[config.mk]
export PLATFORM = sky130hd
export DESIGN_NAME = gen_chk_trafico
export DESIGN_NICKNAME = d
export VERILOG_FILES = /design/src/rtl/gen_chk_pkg.sv /design/src/rtl/gen_chk_trafico_lane.sv /design/src/rtl/gen_chk_trafico.sv
export SDC_FILE = /design/constraint.sdc
export NUM_CORES = 1
export LEC_CHECK = 0
export CAP_MARGIN = 20
export CELL_PAD_IN_SITES_DETAIL_PLACEMENT = 0
export CELL_PAD_IN_SITES_GLOBAL_PLACEMENT = 1
export CORE_MARGIN = 5
export CORE_UTILIZATION = 50
export CTS_BUF_LIST = sky130_fd_sc_hd__clkbuf_2
export DETAILED_ROUTE_END_ITERATION = 10
export MAX_ROUTING_LAYER = met4
export PLACE_DENSITY_LB_ADDON = 0.1
export SYNTH_ARGS = -nofsm -noshare
export SYNTH_HDL_FRONTEND = slang
export SYNTH_SLANG_ARGS = --single-unit
[constraint.sdc]
create_clock -name clk -period 38.4 [get_ports clk]
set_clock_uncertainty 0.1 [all_clocks]
set_input_delay 7.68 -clock clk [delete_from_list [all_inputs] [get_ports clk]]
set_output_delay 7.68 -clock clk [all_outputs]
set_load 0.02 [all_outputs]
[src/rtl/gen_chk_pkg.sv]
// Shared types and helpers for the gen_chk_trafico traffic generator/checker.
// Word layout is {dest, src, seq} with dest at the MSBs.
package gen_chk_pkg;

    typedef enum logic [1:0] {
        ST_IDLE,
        ST_RUN,
        ST_DRAIN,
        ST_DONE
    } state_t;

    // Idle drain cycles tolerated before a run is declared stuck.
    localparam int TIMEOUT_DEF = 255;

    function automatic int calc_log2n(input int n);
        return $clog2(n);
    endfunction

    function automatic int calc_seq_w(input int data_w, input int n);
        return data_w - 2 * $clog2(n);
    endfunction

    // Fields are passed zero-extended to 32 bits; callers truncate the result to DATA_W.
    function automatic logic [31:0] pack_word(input int log2n, input int seq_w,
                                              input logic [31:0] dest,
                                              input logic [31:0] src,
                                              input logic [31:0] seq);
        logic [31:0] seq_mask;
        seq_mask = (32'd1 << seq_w) - 32'd1;
        return (dest << (log2n + seq_w)) | (src << seq_w) | (seq & seq_mask);
    endfunction

    function automatic logic [31:0] word_dest(input logic [31:0] w, input int log2n, input int seq_w);
        return (w >> (log2n + seq_w)) & ((32'd1 << log2n) - 32'd1);
    endfunction

    function automatic logic [31:0] word_src(input logic [31:0] w, input int log2n, input int seq_w);
        return (w >> seq_w) & ((32'd1 << log2n) - 32'd1);
    endfunction

    function automatic logic [31:0] word_seq(input logic [31:0] w, input int seq_w);
        return w & ((32'd1 << seq_w) - 32'd1);
    endfunction

endpackage

[src/rtl/gen_chk_trafico_lane.sv]
// One generator lane: walks the destination list, keeps a sequence number per
// destination and emits registered push strobes honouring almost_full.
module gen_chk_lane
    import gen_chk_pkg::*;
#(
    parameter int N_CH   = 4,
    parameter int DATA_W = 10,
    parameter int CNT_W  = 8,
    parameter int SRC    = 0
)(
    input  logic                          clk,
    input  logic                          reset,
    input  logic                          load,
    input  logic                          run,
    input  logic                          mode,
    input  logic [calc_log2n(N_CH)-1:0]   dest_sel,
    input  logic [CNT_W-1:0]              wpp,
    input  logic                          almost_full,
    input  logic                          gate,
    output logic                          push,
    output logic [DATA_W-1:0]             data_in,
    output logic                          finished
);
    localparam int LOG2N = calc_log2n(N_CH);
    localparam int SEQ_W = calc_seq_w(DATA_W, N_CH);

    logic [LOG2N-1:0] dest_reg;
    logic [LOG2N-1:0] dest_cur;
    logic [CNT_W-1:0] cnt_reg;
    logic [SEQ_W-1:0] seq_reg [N_CH];
    logic             fin_reg;
    logic             fire;
    logic             last_word;

    // Single mode pins the destination; all-pairs walks dest_reg upward.
    assign dest_cur  = mode ? dest_sel : dest_reg;
    assign fire      = run && !fin_reg && !almost_full && gate;
    assign last_word = (cnt_reg == wpp - 1'b1);
    assign finished  = fin_reg;

    // Push register, destination iterator and per-destination sequence table.
    always_ff @(posedge clk or posedge reset) begin
        if (reset) begin
            push     <= 1'b0;
            data_in  <= '0;
            dest_reg <= '0;
            cnt_reg  <= '0;
            fin_reg  <= 1'b0;
            for (int i = 0; i < N_CH; i++) seq_reg[i] <= '0;
        end else if (load) begin
            push     <= 1'b0;
            dest_reg <= '0;
            cnt_reg  <= '0;
            fin_reg  <= 1'b0;
            for (int i = 0; i < N_CH; i++) seq_reg[i] <= '0;
        end else begin
            push <= fire;
            if (fire) begin
                data_in <= DATA_W'(pack_word(LOG2N, SEQ_W, 32'(dest_cur), 32'(SRC),
                                             32'(seq_reg[dest_cur])));
                seq_reg[dest_cur] <= seq_reg[dest_cur] + 1'b1;
                if (last_word) begin
                    cnt_reg <= '0;
                    if (mode || dest_reg == LOG2N'(N_CH - 1)) fin_reg <= 1'b1;
                    else dest_reg <= dest_reg + 1'b1;
                end else begin
                    cnt_reg <= cnt_reg + 1'b1;
                end
            end
        end
    end

endmodule

[src/rtl/gen_chk_trafico.sv]
// Traffic generator/checker for the N-channel FIFO/arbiter switch.
// Build option: define GEN_CHK_RANDOM_EN to throttle push/pop with a 16-bit LFSR.
module gen_chk_trafico
    import gen_chk_pkg::*;
#(
    parameter int N_CH    = 4,
    parameter int DATA_W  = 10,
    parameter int CNT_W   = 8,
    parameter int TIMEOUT = TIMEOUT_DEF
)(
    input  logic                                    clk,
    input  logic                                    reset,
    input  logic                                    start,
    input  logic                                    mode,
    input  logic [calc_log2n(N_CH)-1:0]             dest_sel,
    input  logic [CNT_W-1:0]                        words_per_pair,
    input  logic [N_CH-1:0]                         almost_full,
    output logic [N_CH-1:0]                         push,
    output logic [N_CH*DATA_W-1:0]                  data_in,
    input  logic [N_CH-1:0]                         empty,
    output logic [N_CH-1:0]                         pop,
    input  logic [N_CH*DATA_W-1:0]                  data_out,
    output logic                                    busy,
    output logic                                    done,
    output logic                                    error,
    output logic [7:0]                              err_cnt,
    output logic [N_CH*(CNT_W+calc_log2n(N_CH))-1:0] rx_cnt
);
    localparam int LOG2N = calc_log2n(N_CH);
    localparam int SEQ_W = calc_seq_w(DATA_W, N_CH);
    localparam int RX_W  = CNT_W + LOG2N;
    localparam int TOT_W = CNT_W + 2 * LOG2N;
    localparam int TO_W  = $clog2(TIMEOUT + 1);

    state_t            state_reg, state_next;
    logic              mode_reg;
    logic [LOG2N-1:0]  dest_sel_reg;
    logic [CNT_W-1:0]  wpp_reg;
    logic              load;
    logic              run;
    logic              active;
    logic              to_hit;
    logic [N_CH-1:0]   lane_fin;
    logic [N_CH-1:0]   push_gate;
    logic [N_CH-1:0]   pop_gate;
    logic [N_CH-1:0]   hit;
    logic [N_CH-1:0]   got;
    logic [TOT_W-1:0]  total_reg, target, got_cnt;
    logic [TO_W-1:0]   to_reg;
    logic [7:0]        err_cnt_reg, err_next, hit_cnt;
    logic [8:0]        err_sum;
    logic              error_reg;

    assign run    = (state_reg == ST_RUN);
    assign active = (state_reg == ST_RUN) || (state_reg == ST_DRAIN);
    assign busy   = active;
    assign done   = (state_reg == ST_DONE);
    assign error  = error_reg;
    assign err_cnt = err_cnt_reg;
    assign target = mode_reg ? (TOT_W'(wpp_reg) << LOG2N) : (TOT_W'(wpp_reg) << (2 * LOG2N));

`ifdef GEN_CHK_RANDOM_EN
    logic [15:0] lfsr_reg;

    // Free-running maximal-length LFSR used only to throttle strobes.
    always_ff @(posedge clk or posedge reset) begin
        if (reset) lfsr_reg <= 16'hACE1;
        else       lfsr_reg <= {lfsr_reg[14:0], lfsr_reg[15] ^ lfsr_reg[13] ^ lfsr_reg[12] ^ lfsr_reg[10]};
    end

    assign pop_gate  = lfsr_reg[N_CH-1:0];
    assign push_gate = lfsr_reg[2*N_CH-1:N_CH];
`else
    assign pop_gate  = '1;
    assign push_gate = '1;
`endif

    // Next-state logic; a start with zero words completes immediately.
    always_comb begin
        state_next = state_reg;
        load       = 1'b0;
        to_hit     = 1'b0;
        case (state_reg)
            ST_IDLE, ST_DONE: begin
                if (start) begin
                    load       = 1'b1;
                    state_next = (words_per_pair == '0) ? ST_DONE : ST_RUN;
                end
            end
            ST_RUN: begin
                if (&lane_fin) state_next = ST_DRAIN;
            end
            ST_DRAIN: begin
                if (total_reg == target) begin
                    state_next = ST_DONE;
                end else if (to_reg == TO_W'(TIMEOUT) && !(|pop)) begin
                    to_hit     = 1'b1;
                    state_next = ST_DONE;
                end
            end
            default: state_next = ST_IDLE;
        endcase
    end

    // Per-cycle tallies of received words and detected errors.
    always_comb begin
        hit_cnt = '0;
        got_cnt = '0;
        for (int i = 0; i < N_CH; i++) begin
            hit_cnt = hit_cnt + 8'(hit[i]);
            got_cnt = got_cnt + TOT_W'(got[i]);
        end
        hit_cnt  = hit_cnt + 8'(to_hit);
        err_sum  = {1'b0, err_cnt_reg} + {1'b0, hit_cnt};
        err_next = err_sum[8] ? 8'hFF : err_sum[7:0];
    end

    // State register and run configuration captured at start.
    always_ff @(posedge clk or posedge reset) begin
        if (reset) begin
            state_reg    <= ST_IDLE;
            mode_reg     <= 1'b0;
            dest_sel_reg <= '0;
            wpp_reg      <= '0;
        end else begin
            state_reg <= state_next;
            if (load) begin
                mode_reg     <= mode;
                dest_sel_reg <= dest_sel;
                wpp_reg      <= words_per_pair;
            end
        end
    end

    // Sticky error, saturating error count, received total and drain watchdog.
    always_ff @(posedge clk or posedge reset) begin
        if (reset) begin
            error_reg   <= 1'b0;
            err_cnt_reg <= '0;
            total_reg   <= '0;
            to_reg      <= '0;
        end else if (load) begin
            error_reg   <= 1'b0;
            err_cnt_reg <= '0;
            total_reg   <= '0;
            to_reg      <= '0;
        end else begin
            err_cnt_reg <= err_next;
            if ((|hit) || to_hit) error_reg <= 1'b1;
            total_reg <= total_reg + got_cnt;
            if (state_reg == ST_DRAIN && !(|pop)) to_reg <= to_reg + 1'b1;
            else                                  to_reg <= '0;
        end
    end

    for (genvar gi = 0; gi < N_CH; gi++) begin : g_lane
        gen_chk_lane #(
            .N_CH   (N_CH),
            .DATA_W (DATA_W),
            .CNT_W  (CNT_W),
            .SRC    (gi)
        ) u_lane (
            .clk         (clk),
            .reset       (reset),
            .load        (load),
            .run         (run),
            .mode        (mode_reg),
            .dest_sel    (dest_sel_reg),
            .wpp         (wpp_reg),
            .almost_full (almost_full[gi]),
            .gate        (push_gate[gi]),
            .push        (push[gi]),
            .data_in     (data_in[gi*DATA_W +: DATA_W]),
            .finished    (lane_fin[gi])
        );
    end

    for (genvar gi = 0; gi < N_CH; gi++) begin : g_chk
        logic              rd_reg;
        logic [RX_W-1:0]   rx_reg;
        logic [SEQ_W-1:0]  exp_reg [N_CH];
        logic [DATA_W-1:0] word;
        logic [LOG2N-1:0]  w_dest;
        logic [LOG2N-1:0]  w_src;
        logic [SEQ_W-1:0]  w_seq;

        assign word   = data_out[gi*DATA_W +: DATA_W];
        assign w_dest = LOG2N'(word_dest(32'(word), LOG2N, SEQ_W));
        assign w_src  = LOG2N'(word_src(32'(word), LOG2N, SEQ_W));
        assign w_seq  = SEQ_W'(word_seq(32'(word), SEQ_W));

        assign pop[gi] = active && !empty[gi] && pop_gate[gi];
        assign got[gi] = rd_reg;
        assign hit[gi] = rd_reg && ((w_dest != LOG2N'(gi)) || (w_seq != exp_reg[w_src]));
        assign rx_cnt[gi*RX_W +: RX_W] = rx_reg;

        // Word popped last cycle is checked now; expectation follows what arrived.
        always_ff @(posedge clk or posedge reset) begin
            if (reset) begin
                rd_reg <= 1'b0;
                rx_reg <= '0;
                for (int i = 0; i < N_CH; i++) exp_reg[i] <= '0;
            end else if (load) begin
                rd_reg <= 1'b0;
                rx_reg <= '0;
                for (int i = 0; i < N_CH; i++) exp_reg[i] <= '0;
            end else begin
                rd_reg <= pop[gi];
                if (rd_reg) begin
                    exp_reg[w_src] <= w_seq + 1'b1;
                    rx_reg         <= rx_reg + 1'b1;
                end
            end
        end
    end

endmodule

* Word level (Yosys, flattened, before mapping)
Cells that the tools add are included.
W data, S select, Z words.
** Storage, ports and cells
- Register bits :: 366
- Bits of input ports :: 62
- Word-level logic and storage cells :: 388
** Cells by class
- $add $sub $neg :: 31
- $lt $le $gt $ge :: 16
- Equal/unequal tests :: 27
- Muxes and demuxes :: 147
- Bitwise gates (word level) :: 13
- Reductions and logical operators :: 86
** Operators by type and width (count)
- $mux W24 :: 16
- $bwmux W24 :: 8
- $mux W6 :: 24
- $mux W8 :: 16
- $bmux W6 S2 :: 8
- $demux W6 S2 :: 8
- $mux W10 :: 8
- $mux W2 :: 25
- $add A6 B1 Y6 const B :: 8
- $add A10 B1 Y10 const B :: 4
- $add A8 B1 Y8 const B :: 5
- $or A10 B6 Y10 :: 4
- $reduce_bool A2 Y1 :: 18
- $eq A8 B8 Y1 :: 4
- $mux W1 :: 31
- $reduce_and A3 Y1 :: 9
- $logic_and A1 B1 Y1 :: 26
- $ge A3 B3 Y1 const B :: 8
- $lt A3 B1 Y1 const B :: 8
- $mux W12 :: 2
- $ne A6 B6 Y1 :: 4
- $not A2 Y3 :: 8
- $ne A2 B2 Y1 const B :: 7
- $logic_not A1 Y1 :: 13
- 23 further kinds :: 48

* Longest topological paths before layout
- Depth after elaboration :: 14
- Depth in mapped cells :: 19
- Mapped depth without buffers :: 16

* Cells and area by module
From an unflattened synthesis, not the netlist that was laid out.
** Unflattened totals
- Cells, all modules :: 1912
- Area, all modules :: 19316.0 sq um
** Modules (own cells, without submodules)
- gen_chk_trafico :: times used 1, cells an instance 886, area each 9192.6 sq um, seq. area each 4554.4 sq um
- gen_chk_lane (g_lane[1].u_lane ...) :: times used 2, cells an instance 230, area each 2416.1 sq um, seq. area each 1126.1 sq um
- gen_chk_lane (g_lane[3].u_lane) :: times used 1, cells an instance 284, area each 2678.8 sq um, seq. area each 1126.1 sq um
- gen_chk_lane (g_lane[0].u_lane) :: times used 1, cells an instance 282, area each 2612.5 sq um, seq. area each 1101.1 sq um

* Worst setup path before layout
Ideal clock, no wire load.
- Kind :: input to output
- Start :: in empty[0]
- End :: out pop[0]
- Data arrival time :: 7960 ps
- Setup slack :: 22660 ps
- Stages on the path :: 1
- Path through :: nor2_1
** Between the ends
- Cells in the longest elaborated chain, start to end :: 2
** RTL lines
- start: declaration :: RTL line gen_chk_trafico.sv:20 : input logic [N_CH-1:0] empty,
- $logic_not A1 Y1 :: RTL line gen_chk_trafico.sv:192 : assign pop[gi] = active && !empty[gi] && pop_gate[gi];
- $logic_and A1 B1 Y1 :: RTL line gen_chk_trafico.sv:192
- end: declaration :: RTL line gen_chk_trafico.sv:21 : output logic [N_CH-1:0] pop,
No other way between the ends.

* Worst setup path in the final report
- Start :: in empty[1]
- End :: out pop[1]
Same word-level chain as after synthesis.

==> metrics.txt <==
WS Path Type=in2out; hold depth=1; slew margin rel.=0.260; Main synth FF type=dfrtp_1; CP arrival=~8900 ps; IO Pins=around 160; vias in the first global route=14,332; Syn. warnings=0; CTS Buf Count=95; Tcrit/Tclk final=0.434; asr flop ratio synth=1.00; CP Cell Sequence=clkdlybuf4s50_1 -> nor2_1 -> clkdlybuf4s50_1; DRT Pass-1 Iters=5; top post-synthesis cells by area=dfrtp_1, nor2_1, mux2i_1, a211oi_1, nand2_1; Post-Route WL=43,400 um; first-pass GRT wire length=73,400 um; Yosys top cell by area=dfrtp_1; Tot GR Track Use=0.223; Yosys top cell area share=0.491; share of cells above drive strength 1=0.113; Critical Path Most Common Cell=clkdlybuf4s50_1; initial antenna violation count=3; final setup violation count=0; Skew-Pair Late Insertion Delay=990 ps; synthesized area=18,400 um2; clock root cell=clkbuf_2; Residual DRC=0; deepest clock path buffer count=3; RSZ-0062 raised after global routing=no; Seq/Total Area, Yosys=0.491; Detail Route Antenna Nets=0; die height=202 um; Final Net Count=2,053; Leakage=9.67 nW; DR WL/cell=17.5 um; Required @ worst endpoint=30,620 ps; area grow syn2layout=14.3%; Iter 0 DRT Violations=677; peak supply drop=0.0000387 V; Psw=0.000578 W; max_cap viols=0; RePlAce Congestion=0.842; core outline area=36,400 um2; # Post-CTS Setup Buffers=0; CTS H-tree depth=3; Comb pwr share=0.421; largest net degree at the start of global routing=182; CP startpoint kind=input pin; Reg clk slew, reported paths=90 ps; Sequential Power Share=0.400; Initial Util=0.505; Fin. Hold Viols=0; Worst-Margin Slew=about 1100 ps; fillcell total=3,280; Slowest Stage Delay on Critical Path=630 ps; Period minus WS final=16,650 ps; CP max-delay cell=clkdlybuf4s50_1; Slew Viols, Final=0; clock share of power=0.179; worst hold path type=reg2reg; Fmax=roughly 60 MHz; HPWL after detailed placement=28,800 um; vias per cell=5.48; Crit. End Element=output pin; die area=40,700 um2; sw frac=0.409; Clock Sinks=361; Fin Setup TNS=0 ps; cts hold-fix bufs=0; total grt overflow=0; area of the multi-input gates=about 9000 um2; post-synthesis area per instance=10.3 um2; Post-synth EDFFs=0; power density cells=67.1 nW/um2; Post-CTS Resized=0; Power Internal=~0.00083 W; Post-Synthesis Cells=1,784; distinct cell type count after synthesis=64; final core utilization=0.577; row count=70; commonest cells in the netlist=dfrtp_1, nor2_1, nand2_1; input/output buffers=156; vias=13,632; Register-to-Register Path Depth=15; critical-path maximum fanout=3; outcome=finished clean; Reg area=9030 um2; flops & latches, synth=about 360; die width=between 200 and 250 um; CTS tree=yes; top-count cell post-synth=dfrtp_1
-- per-layer routing --
| layer | vias to the layer above | track usage | part of all wire |
|---|---|---|---|
| met2 | 276 | 0.347 | 0.47 |
| met4 | 0 | 0.0654 | 0.020 |
| met1 | 6671 | 0.293 | 0.46 |
| li1 | 6607 | - | - |
| met5 | - | - | 0 |
| met3 | 78 | 0.0537 | 0.050 |
-- path summary, 6_finish.rpt --
kind,to,from,slack [ps]
hold reg to reg,g_lane[2].u_lane.data_in[7],g_lane[2].u_lane.data_in[7],380
min in group asynchronous,g_lane[0].u_lane.data_in[8],reset,7100
setup reg to reg,err_cnt[0],wpp_reg[4],33710
max in group asynchronous,g_lane[1].u_lane.data_in[4],reset,29520
setup / recovery,pop[1],empty[1],21750
hold / removal,g_lane[2].u_lane.data_in[7],g_lane[2].u_lane.data_in[7],380
-- critical path: cells and delay by family --
| kind | cells | cell delay, ps |
|---|---|---|
| AND/OR/NAND/NOR | 1 | 110 |
| buffers and inverters | 2 | 1080 |
-- logic make-up after synthesis --
| logic type | Yosys count | share of synthesized area |
|---|---|---|
| other cells | 1 | 0.000204 |
| compound gates | 307 | 0.109 |
| xor+xnor | 151 | 0.0853 |
| flops | 361 | 0.491 |
| buf+inv | 143 | 0.0339 |
| fa+ha+maj | 36 | 0.0269 |
| simple gates | 649 | 0.160 |
| mux | 136 | 0.0936 |
-- stage by stage --
stage          power (W)  instances  hold slack [ps]  setup WS (ps)  cell area (um2)
2_1_floorplan   0.000995       1787              342          20600            18400
3_3_place_gp     0.00116       2326              350          21790            20300
3_5_place_dp     0.00117       2326              351          21750            20300
4_1_cts          0.00143       2484              384          21750            21000
5_1_grt          0.00153       2489              401          21720            21000
6_report         0.00141       2489              378          21750            21000
-- final cells by class --
class / instances / share of cell area
Sequential cell: 361 / 0.429
Antenna cell: 5 / 0.000595
Timing Repair Buffer: 176 / 0.0819
Multi-Input combinational cell: 1283 / 0.416
Clock inverter: 15 / 0.00274
Inverter: 38 / 0.00714
Tap cell: 468 / 0.0278
Clock buffer: 143 / 0.0340
-- power by group through the flow --
stage               clock network (W)  logic, W  registers, W
detailed placement                  0  0.000600      0.000572
global placement                    0  0.000586      0.000570
finish                       0.000253  0.000594      0.000565
CTS                          0.000267  0.000602      0.000566
global route                 0.000286  0.000664      0.000579
floorplan                           0  0.000440      0.000555
-- layout by cell type (no fill, tap or decap), types with 57 or more instances in the layout --
master | Yosys | routed
dfrtp_1 | 361 | 361
o21ai_0 | 99 | 99
nand2_1 | 194 | 194
a211oi_1 | 112 | 112
clkbuf_2 | 0 | 143
xor2_1 | 66 | 66
nor2_1 | 256 | 256
xnor2_1 | 67 | 67
mux2i_1 | 91 | 90
nand3_1 | 57 | 57
clkdlybuf4s50_1 | 0 | 156
Note: power is estimated with default switching activity, not from simulation.
